## config.mk

```make
export PLATFORM = sky130hd
export DESIGN_NAME = alu_result_stage_flat
export DESIGN_NICKNAME = d
export VERILOG_FILES = /design/src/rtl/alu_pkg.sv /design/src/rtl/alu_result_stage_if.sv /design/src/rtl/alu_flag_gen.sv /design/src/rtl/alu_result_stage.sv /design/src/flat_wrapper.sv
export SDC_FILE = /design/constraint.sdc
export NUM_CORES = 1
export LEC_CHECK = 0
export ABC_AREA = 1
export BUFFER_PORTS_ARGS = -buffer_cell sky130_fd_sc_hd__buf_2
export CAP_MARGIN = 20
export CORE_AREA = 5 5 72 74
export DETAILED_ROUTE_END_ITERATION = 7
export DIE_AREA = 0 0 77 79
export PLACE_DENSITY = 0.81
export SLEW_MARGIN = 20
export SYNTH_ARGS = -nofsm -noshare
export SYNTH_HDL_FRONTEND = slang
export SYNTH_SLANG_ARGS = --single-unit
```

## constraint.sdc

```tcl
create_clock -name clk -period 2.6 [get_ports clk]
set_input_delay 0.52 -clock clk [delete_from_list [all_inputs] [get_ports clk]]
set_output_delay 0.52 -clock clk [all_outputs]
set_load 0.01 [all_outputs]
```

## src/rtl/alu_pkg.sv

```systemverilog
// Shared types for the ALU result stage: opcodes, status flags, buffer states.
package alu_pkg;

  typedef enum logic [2:0] {
    ADD = 3'b000,
    SUB = 3'b001,
    AND = 3'b010,
    OR  = 3'b011,
    XOR = 3'b100,
    NOT = 3'b101
  } opcode_t;

  typedef struct packed {
    logic n;
    logic z;
    logic c;
    logic v;
  } alu_flags_t;

  typedef enum logic [1:0] {
    EMPTY = 2'd0,
    ONE   = 2'd1,
    FULL  = 2'd2
  } buf_state_t;

  // ADD and SUB are the only opcodes whose adder flags are meaningful.
  function automatic logic is_arith(input logic [2:0] opcode);
    return opcode[2:1] == 2'b00;
  endfunction

endpackage

```

## src/rtl/alu_result_stage_if.sv

```systemverilog
// Upstream/downstream valid-ready bus of the ALU result stage.
interface alu_result_stage_if #(
  parameter int unsigned WIDTH = 16
);
  logic             in_valid;
  logic             in_ready;
  logic [2:0]       in_opcode;
  logic [WIDTH-1:0] in_result;
  logic             in_carry;
  logic             in_overflow;
  logic             out_valid;
  logic             out_ready;
  logic [WIDTH-1:0] out_result;
  logic [3:0]       out_flags;

  // Environment side: drives ALU results in and consumes entries.
  modport master (
    output in_valid, in_opcode, in_result, in_carry, in_overflow, out_ready,
    input  in_ready, out_valid, out_result, out_flags
  );

  // Stage side.
  modport slave (
    input  in_valid, in_opcode, in_result, in_carry, in_overflow, out_ready,
    output in_ready, out_valid, out_result, out_flags
  );
endinterface

```

## src/rtl/alu_flag_gen.sv

```systemverilog
// Combinational N/Z/C/V derivation; adder-derived flags are masked for logical ops.
module alu_flag_gen
  import alu_pkg::*;
#(
  parameter int unsigned WIDTH = 16
) (
  input  logic [2:0]       opcode,
  input  logic [WIDTH-1:0] result,
  input  logic             carry,
  input  logic             overflow,
  output alu_flags_t       flags
);

  logic arith;

  // Z is reported for every opcode; N/C/V only for ADD/SUB.
  always_comb begin
    arith   = is_arith(opcode);
    flags   = '0;
    flags.n = result[WIDTH-1] & arith;
    flags.z = (result == '0);
    flags.c = carry & arith;
    flags.v = overflow & arith;
  end

endmodule

```

## src/rtl/alu_result_stage.sv

```systemverilog
// Registered result stage: 2-entry skid FIFO with stored flags and a
// saturating overflow-event counter.
module alu_result_stage
  import alu_pkg::*;
#(
  parameter int unsigned WIDTH = 16,
  parameter int unsigned CNT_W = 8
) (
  input  logic                 clk,
  input  logic                 rst_n,
  alu_result_stage_if.slave    bus,
  input  logic                 ovf_clear,
  output logic [CNT_W-1:0]     ovf_count
);

  localparam logic [CNT_W-1:0] CntMax = '1;

  buf_state_t       state_q, state_d;
  logic [WIDTH-1:0] head_result_q, tail_result_q;
  alu_flags_t       head_flags_q, tail_flags_q;
  logic [CNT_W-1:0] ovf_q;
  alu_flags_t       new_flags;
  logic             push, pop;
  logic             load_head_new, load_tail_new, shift_tail;

  alu_flag_gen #(
    .WIDTH (WIDTH)
  ) u_flag_gen (
    .opcode   (bus.in_opcode),
    .result   (bus.in_result),
    .carry    (bus.in_carry),
    .overflow (bus.in_overflow),
    .flags    (new_flags)
  );

  // Handshake outputs depend only on registered state.
  assign bus.in_ready   = (state_q != FULL);
  assign bus.out_valid  = (state_q != EMPTY);
  assign bus.out_result = head_result_q;
  assign bus.out_flags  = head_flags_q;
  assign ovf_count      = ovf_q;

  assign push = bus.in_valid && bus.in_ready;
  assign pop  = bus.out_valid && bus.out_ready;

  // Buffer state register.
  always_ff @(posedge clk or negedge rst_n) begin
    if (!rst_n) state_q <= EMPTY;
    else        state_q <= state_d;
  end

  // Next state and entry-move controls.
  always_comb begin
    state_d       = state_q;
    load_head_new = 1'b0;
    load_tail_new = 1'b0;
    shift_tail    = 1'b0;
    unique case (state_q)
      EMPTY: begin
        if (push) begin
          load_head_new = 1'b1;
          state_d       = ONE;
        end
      end
      ONE: begin
        if (push && pop) begin
          // New entry replaces the departing head.
          load_head_new = 1'b1;
        end else if (push) begin
          load_tail_new = 1'b1;
          state_d       = FULL;
        end else if (pop) begin
          state_d = EMPTY;
        end
      end
      FULL: begin
        if (pop) begin
          shift_tail = 1'b1;
          state_d    = ONE;
        end
      end
      default: state_d = EMPTY;
    endcase
  end

  // Entry storage; head is what drives the outputs.
  always_ff @(posedge clk or negedge rst_n) begin
    if (!rst_n) begin
      head_result_q <= '0;
      head_flags_q  <= '0;
      tail_result_q <= '0;
      tail_flags_q  <= '0;
    end else begin
      if (load_head_new) begin
        head_result_q <= bus.in_result;
        head_flags_q  <= new_flags;
      end else if (shift_tail) begin
        head_result_q <= tail_result_q;
        head_flags_q  <= tail_flags_q;
      end
      if (load_tail_new) begin
        tail_result_q <= bus.in_result;
        tail_flags_q  <= new_flags;
      end
    end
  end

  // Saturating overflow counter; clear wins over a same-cycle increment.
  always_ff @(posedge clk or negedge rst_n) begin
    if (!rst_n) begin
      ovf_q <= '0;
    end else if (ovf_clear) begin
      ovf_q <= '0;
    end else if (push && new_flags.v && (ovf_q != CntMax)) begin
      ovf_q <= ovf_q + 1'b1;
    end
  end

endmodule

```

## src/flat_wrapper.sv

```systemverilog
// flat-port wrapper written by rule: the top's interface ports become plain ports
module alu_result_stage_flat import alu_pkg::*;
#(
  parameter int unsigned WIDTH = 16,
  parameter int unsigned CNT_W = 8
)
  (clk, rst_n, ovf_clear, ovf_count, bus_in_valid, bus_in_opcode, bus_in_result, bus_in_carry, bus_in_overflow, bus_out_ready, bus_in_ready, bus_out_valid, bus_out_result, bus_out_flags);
  alu_result_stage_if #(.WIDTH(WIDTH)) bus_i ();
  input  logic clk;
  input  logic rst_n;
  input  logic ovf_clear;
  output logic [CNT_W-1:0] ovf_count;
  input wire logic [$bits(bus_i.in_valid)-1:0] bus_in_valid;
  input wire logic [$bits(bus_i.in_opcode)-1:0] bus_in_opcode;
  input wire logic [$bits(bus_i.in_result)-1:0] bus_in_result;
  input wire logic [$bits(bus_i.in_carry)-1:0] bus_in_carry;
  input wire logic [$bits(bus_i.in_overflow)-1:0] bus_in_overflow;
  input wire logic [$bits(bus_i.out_ready)-1:0] bus_out_ready;
  output wire logic [$bits(bus_i.in_ready)-1:0] bus_in_ready;
  output wire logic [$bits(bus_i.out_valid)-1:0] bus_out_valid;
  output wire logic [$bits(bus_i.out_result)-1:0] bus_out_result;
  output wire logic [$bits(bus_i.out_flags)-1:0] bus_out_flags;
  assign bus_i.in_valid = bus_in_valid;
  assign bus_i.in_opcode = bus_in_opcode;
  assign bus_i.in_result = bus_in_result;
  assign bus_i.in_carry = bus_in_carry;
  assign bus_i.in_overflow = bus_in_overflow;
  assign bus_i.out_ready = bus_out_ready;
  assign bus_in_ready = bus_i.in_ready;
  assign bus_out_valid = bus_i.out_valid;
  assign bus_out_result = bus_i.out_result;
  assign bus_out_flags = bus_i.out_flags;
  alu_result_stage #(.WIDTH(WIDTH), .CNT_W(CNT_W)) u_core (.clk(clk), .rst_n(rst_n), .bus(bus_i), .ovf_clear(ovf_clear), .ovf_count(ovf_count));
endmodule
```

==> run_results.csv, run 1 <==
group,metric,value,unit
finish,nets,355,
timing,tns,0,ns
drt,wl,5.047,mm
synthesis,ys_types,26,
power,ir_drop,0.2881,mV
synthesis,yosysTopAreaCell,"dfrtp_1",
placed_design,gp_congestion,0.8352,
synthesis,synth_edf_count,0,
floorplanning,rows,25,
run,maxCapViolations,0,
synthesis,synthXorXnorAreaFrac,0.7228,%
grt,antenna_found_initial,0,
timing,finalSetupViolCount,0,
floorplanning,start_util,53.43,%
drt,met1Wirelength,2.288,mm
cts,clock_latency,0.30,ns
synthesis,synth.most_common_cell,"nand2_1",
synthesis,synth_fa_ha_area_share,0.5163,%
floorplanning,coreArea,4536,um^2
timing,period_needed,1.753,ns
timing,tightest_slew,0.6063,ns
finish,multiInputGateArea,914.6,um^2
cts,cts_buffer_depth,2,
min_path,hold_class,"in2async",
finish,syn_to_final_growth,16.47,%
synthesis,syn_area_per_cell,8.878,um^2
grt,grt_pass1_wl,8.818,mm
floorplanning,ioPinCount,56,
cts,clkTransAtPathRegs,0.09,ns
power,total_leakage_power,0.001486,uW
synthesis,netlist_area,2424,um^2
drt,wl_met2,2.427,mm
setup_path,setup.worst_path.start_class,"register",
placed_design,hpwl,3.604,mm
timing,finalMaxSlewViolations,0,
setup_path,endpoint_kind,"output pin",
cts,cts_buffers,5,
timing,max_freq,570.3,MHz
finish,final_core_util,62.23,%
synthesis,synth-compound-area-share,15.13,%
setup_path,rrSetupSlack,1.07,ns
cts,postCtsSetupRepairBufs,0,
timing,worst_clock_skew,0.009413,ns
cts,post_cts_resized,0,
synthesis,synth.area.top_cells,"dfrtp_1 52%, nand2_1 10%, inv_1 7.1%, o221ai_2 6.2%, o21ai_1 3.9%",
drt,vias_per_cell,5.110,
drt,detail_route.wl_per_cell,13.18,um
synthesis,netlist.area_leader.share,51.63,%
setup_path,ff2ff_path_depth,5,
synthesis,synth_top_family_by_area,"simple AND/OR/NAND/NOR gates",
timing,rsz0062_at_grt,"no",
grt,grt_usage,17.70,%
setup_path,critPathKind,"reg2out",
finish,n_fill_cell,382,
cts,htree_levels,2,
grt,grt_overflow,0,
setup_path,cp_max_fo,7,
synthesis,syn_inst,273,
timing,hold_slack,0.3110,ns
synthesis,synth-async-reset-ratio,100.0,%
synthesis,syn-num-nets,300,
cts,cts.hold.buffers_added,0,
timing,period_share,67.44,%
floorplanning,dieArea,6083,um^2
setup_path,reg2reg_to,"u_core.tail_result_q[2]",
drt,wl_met3,282,um
power,total_power,2053,uW
grt,grt_pass1_vias,1924,
cts,clock-sinks,50,
synthesis,ys_seq_area_share,51.63,%
grt,grt_max_degree,51,
synthesis,yosys_register_bits,50,
drt,drtAntennaViolNets,0,
synthesis,synth_common_cells,"66 x nand2_1, 50 x dfrtp_1, 46 x inv_1",
outcome,outcome,"completed",
drt,drt-pass1-iter-count,4,
drt,top_layer_used,"met4",
placed_design,numPortBuffers,54,
power,power_density,727.3,nW/um^2
finish,layout-drive-gt1-share,27.96,%
finish,area.sequential,1251,um^2
floorplanning,die_h,79,um
finish,antenna_cells,0,
drt,drc,0,
cts,cts_tree,"built",
timing,slew_headroom,59.58,%
cts,root_buffer,"clkbuf_8",
setup_path,cp.required,2.08,ns
drt,vias,1957,
setup_path,rr_startpoint,"u_core.state_q[1]",
synthesis,yosys.area_share.simple,21.37,%
synthesis,synth_mux_area_share,0,%
setup_path,critPathArrivalTime,1.23,ns
synthesis,yosysWarnings,0,
timing,hold_violations,0,
floorplanning,dieWidth,77,um
synthesis,synth_ff_type,"dfrtp_1",
drt,drt-initial-drc-count,139,
## how the worst max path moves through the flow
stage                              startpoint                        end  cells past startpoint
after floorplan           u_core.ovf_count[1]        u_core.ovf_count[4]                      8
after global placement          bus_out_ready  u_core.bus.out_result[10]                      8
after detailed placement        bus_out_ready   u_core.bus.out_result[7]                      8
after CTS                   u_core.state_q[1]              bus_out_valid                      2
after global routing        u_core.state_q[1]              bus_out_valid                      2
final                       u_core.state_q[1]              bus_out_valid                      2
## layer usage
layer  up-vias  track usage (%)
met5         -                0
met4         0            5.326
met3         7            4.875
met2        43            29.54
met1       914            22.54
li1        993                -
## per-stage QoR
stage                     std cells  instance area (um^2)  setup WS (ns)
after global routing            383                  2823         0.8028
after CTS                       383                  2823         0.8427
final                           383                  2823         0.8466
after detailed placement        375                  2714         0.8164
after floorplan                 273                  2424          1.301
after global placement          375                  2714         0.8575
## area by class of cell
| class | instances | area share, % |
|---|---|---|
| clock inverter | 3 | 1.418 |
| inverter | 50 | 6.649 |
| sequential | 50 | 44.33 |
| clock buffer | 5 | 2.438 |
| timing repair buffer | 57 | 10.37 |
| tap | 54 | 2.394 |
| multi-input combinational | 164 | 32.40 |
## placed cells by master, fill, tap and decap left out
| master | netlist | final |
|---|---|---|
| nand2_2 | 4 | 4 |
| o21ai_0 | 4 | 4 |
| o21bai_1 | 1 | 1 |
| nor2_2 | 2 | 2 |
| o221ai_2 | 10 | 10 |
| inv_2 | 4 | 4 |
| nand3_2 | 2 | 2 |
| clkbuf_8 | 0 | 5 |
| nor2_1 | 18 | 18 |
| buf_4 | 3 | 3 |
| dfrtp_1 | 50 | 50 |
| o31ai_1 | 1 | 1 |
| xor2_1 | 2 | 2 |
| o221ai_1 | 7 | 7 |
| or2_2 | 1 | 1 |
| bufinv_16 | 0 | 1 |
| nand4_1 | 5 | 5 |
| ha_1 | 1 | 1 |
| inv_1 | 46 | 46 |
| o211ai_2 | 2 | 2 |
| nand2_4 | 2 | 2 |
| nand2_1 | 66 | 66 |
| nor3_1 | 1 | 1 |
| nand3_1 | 16 | 16 |
| buf_2 | 2 | 54 |
| o21ai_1 | 19 | 19 |
| clkinv_2 | 0 | 2 |
## cells by family after synthesis
kind of cell | Yosys count
flops | 50
fa+ha+maj | 1
xor+xnor | 2
compound gates | 44
buf+inv | 59
simple gates | 117
## critical path, cell delays in order (launching register included)
cell     delay (ns)
dfrtp_1        0.47
or2_2          0.32
buf_2          0.14
## state kept, by name, indices dropped and copies added (netlist names)
| signal | count |
|---|---|
| u_core.bus.out_result | 16 |
| u_core.tail_result_q | 16 |
| u_core.ovf_count | 8 |
| u_core.bus.out_flags | 4 |
| u_core.tail_flags_q | 4 |
| u_core.state_q | 2 |
## power breakdown
group / internal [uW] / total [uW] / switching, uW
combinational: 195 / 485 / 290
sequential: 944 / 1030 / 86.1
clock: 283 / 538 / 254
total: 1420 / 2050 / 631
Note: power is estimated with default switching activity, not from simulation.
==> run 2: changes to the inputs <==
--- a/config.mk
+++ b/config.mk
@@ -5,13 +5,13 @@
 export SDC_FILE = /design/constraint.sdc
 export NUM_CORES = 1
 export LEC_CHECK = 0
-export ABC_AREA = 1
+export ABC_AREA = 0
 export BUFFER_PORTS_ARGS = -buffer_cell sky130_fd_sc_hd__buf_2
 export CAP_MARGIN = 20
-export CORE_AREA = 5 5 72 74
+export CORE_AREA = 5 5 76 78
 export DETAILED_ROUTE_END_ITERATION = 7
-export DIE_AREA = 0 0 77 79
-export PLACE_DENSITY = 0.81
+export DIE_AREA = 0 0 81 83
+export PLACE_DENSITY = 0.72
 export SLEW_MARGIN = 20
 export SYNTH_ARGS = -nofsm -noshare
 export SYNTH_HDL_FRONTEND = slang
==> constraint.sdc (replaced) <==
create_clock -name clk -period 1.5 [get_ports clk]
set_input_delay 0.3 -clock clk [delete_from_list [all_inputs] [get_ports clk]]
set_output_delay 0.3 -clock clk [all_outputs]
set_load 0.01 [all_outputs]
==> run_results.csv, run 2 <==
group,metric,value,unit
cts,clkTransAtPathRegs,0.09,ns
finish,layout-drive-gt1-share,31.82,%
finish,antenna_cells,0,
synthesis,synth_edf_count,0,
synthesis,synth_common_cells,"95 x nand2_1, 50 x dfrtp_1, 22 x nor2_1",
setup_path,reg2reg_to,"u_core.ovf_count[6]",
timing,hold_violations,0,
synthesis,netlist.area_leader.share,55.71,%
setup_path,cp.required,1.74,ns
finish,nets,357,
timing,max_freq,636.3,MHz
timing,finalSetupViolCount,5,
synthesis,syn-num-nets,282,
cts,cts_buffers,5,
setup_path,ff2ff_path_depth,5,
setup_path,max_stage_delay,0.45,ns
synthesis,syn_inst,255,
setup_path,cp_max_fo,6,
floorplanning,rows,26,
synthesis,synth_ff_type,"dfrtp_1",
drt,drc,0,
min_path,hold_class,"in2reg",
placed_design,hpwl,3.916,mm
finish,syn_to_final_growth,33.43,%
drt,vias_per_cell,5.103,
setup_path,critPathTopFamily,"simple AND/OR/NAND/NOR gates",
cts,clock_latency,0.30,ns
cts,htree_levels,2,
floorplanning,start_util,44.83,%
synthesis,syn_area_per_cell,8.807,um^2
floorplanning,die_h,83,um
cts,cts_buffer_depth,2,
setup_path,setup.worst_path.start_class,"register",
run,maxCapViolations,0,
grt,grt_overflow,0,
timing,rsz0062_at_grt,"yes",
timing,finalMaxSlewViolations,0,
finish,final_core_util,59.82,%
setup_path,rrSetupSlack,-0.07,ns
grt,grt_max_degree,24,
drt,drt-pass1-iter-count,4,
synthesis,yosysWarnings,0,
synthesis,ys_types,35,
synthesis,synth.most_common_cell,"nand2_1",
setup_path,cp_cell_sequence,"ha_4 -> nand4_1 -> o2111ai_4 -> or4_4 -> a21oi_2",
power,power_switching,1098,uW
power,p_int,2545,uW
power,pwr-share-seq,49.9,%
floorplanning,dieArea,6723,um^2
synthesis,netlist_area,2246,um^2
placed_design,gp_congestion,0.8142,
timing,period_share,104.8,%
cts,clock-sinks,50,
grt,grt_usage,17.76,%
setup_path,endpoint_kind,"register",
grt,grt_pass1_vias,2034,
power,clkPwrFrac,25.8,%
grt,grt_pass1_wl,9.528,mm
placed_design,place_inst,389,
setup_path,slowest_stage,"or4_4",
min_path,hp-start,"bus_in_result[13]",
timing,slew_headroom,71.19,%
placed_design,numPortBuffers,54,
floorplanning,ioPinCount,56,
timing,worst_clock_skew,0.008843,ns
synthesis,synth-async-reset-ratio,100.0,%
cts,cts_tree,"built",
setup_path,crit_cells,5,
drt,drt-initial-drc-count,149,
timing,period_needed,1.572,ns
synthesis,yosys_register_bits,50,
floorplanning,coreArea,5010,um^2
floorplanning,dieWidth,81,um
power,share_comb_of_total_power,24.2,%
drt,detail_route.wl_per_cell,13.86,um
drt,drtAntennaViolNets,0,
setup_path,rr_startpoint,"u_core.ovf_count[1]",
synthesis,ys_seq_area_share,55.71,%
power,netSwitchingFraction,30.13,%
setup_path,crit_start,"u_core.ovf_count[1]",
setup_path,critPathArrivalTime,1.81,ns
finish,final_common_cell,"nand2_1",
setup_path,critPathKind,"reg2reg",
outcome,violations,"negative setup slack",
drt,wl,5.544,mm
grt,antenna_found_initial,0,
setup_path,path_buf_inv,0,
power,total_leakage_power,0.001462,uW
synthesis,synth.area.top_cells,"dfrtp_1 56%, nand2_1 16%, a31oi_1 5.0%, nor2_1 3.7%, a21oi_1 2.2%",
finish,final_cell_mix,"94 x nand2_1, 52 x buf_2, 48 x dfrtp_1",
finish,stdcell_count,400,
synthesis,yosysTopAreaCell,"dfrtp_1",
outcome,outcome,"complete, but fails checks",
drt,vias,2041,
cts,root_buffer,"clkbuf_8",
power,power_density,1216,nW/um^2
power,ir_drop,0.8197,mV
timing,tightest_slew,0.4321,ns
setup_path,endpoint,"u_core.ovf_count[6]",
timing,fin_ws,-0.07165,ns
## run 2: metrics by stage
step	hold slack, ns	instance area, um^2	setup WS [ns]	setup TNS [ns]	total power, uW
3_5_place_dp	0.2601	2768	-0.1980	-0.8577	2686
2_1_floorplan	0.004409	2265	-0.07290	-0.09188	2298
4_1_cts	0.2125	2947	-0.07024	-0.1183	3659
5_1_grt	0.2055	2997	-0.1273	-0.7047	3886
3_3_place_gp	0.2563	2768	-0.1067	-0.3759	2653
6_report	0.2189	2997	-0.07165	-0.1586	3643
## run 2: worst min-delay path by stage
stage	endpoint	slack, ns	cells past startpoint
after floorplan	u_core.bus.out_flags[0]	0.004	0
after global placement	u_core.ovf_count[5]	0.26	1
after detailed placement	u_core.ovf_count[5]	0.26	1
after CTS	u_core.tail_result_q[13]	0.21	3
after global routing	u_core.tail_result_q[13]	0.21	3
final	u_core.tail_result_q[13]	0.22	3
## run 2: logic make-up after synthesis
group,after synthesis,share of synthesized area [%]
buf+inv,15,2.897
compound gates,39,10.75
simple gates,147,28.75
flops,50,55.71
mux,2,0.9471
fa+ha+maj,1,0.5570
xor+xnor,1,0.3900
## run 2: power groups by stage
stage               registers [uW]  logic, uW  clock network [uW]
floorplan                     1890        409                   0
CTS                           1820        882                 958
global placement              1830        825                   0
detailed placement            1840        846                   0
finish                        1820        883                 942
global route                  1870       1000                1020
## run 2: repair_timing
action,in CTS,in global routing
resized for setup,6,15
pin swaps,4,5
cloned,1,0
endpoints found under the hold margin,14,0
setup endpoints to repair,9,29
hold buffers,1,0
buffers inserted,2,0
## run 2: tightest hold or removal path: stages
cell	delay (ns)
buf_2	0.10
nand2_1	0.05
nand2_1	0.05
## run 2: area by class of cell
type / count / area (um^2)
fillers: 469 / 2013
flip-flops and latches: 50 / 1254
multi-input cells: 191 / 1008
repair buffers: 79 / 525.5
well taps: 70 / 87.58
clock buffers: 5 / 68.82
clock inverters: 2 / 38.79
inverters: 3 / 13.76
## run 2: per-layer routing
layer	vias to the layer above	GRT usage (%)	part of all wire, %
li1	1014	-	-
met3	2	4.437	5.8
met4	0	4.455	0.45
met2	59	28.38	48
met1	966	23.94	45
met5	-	0	0
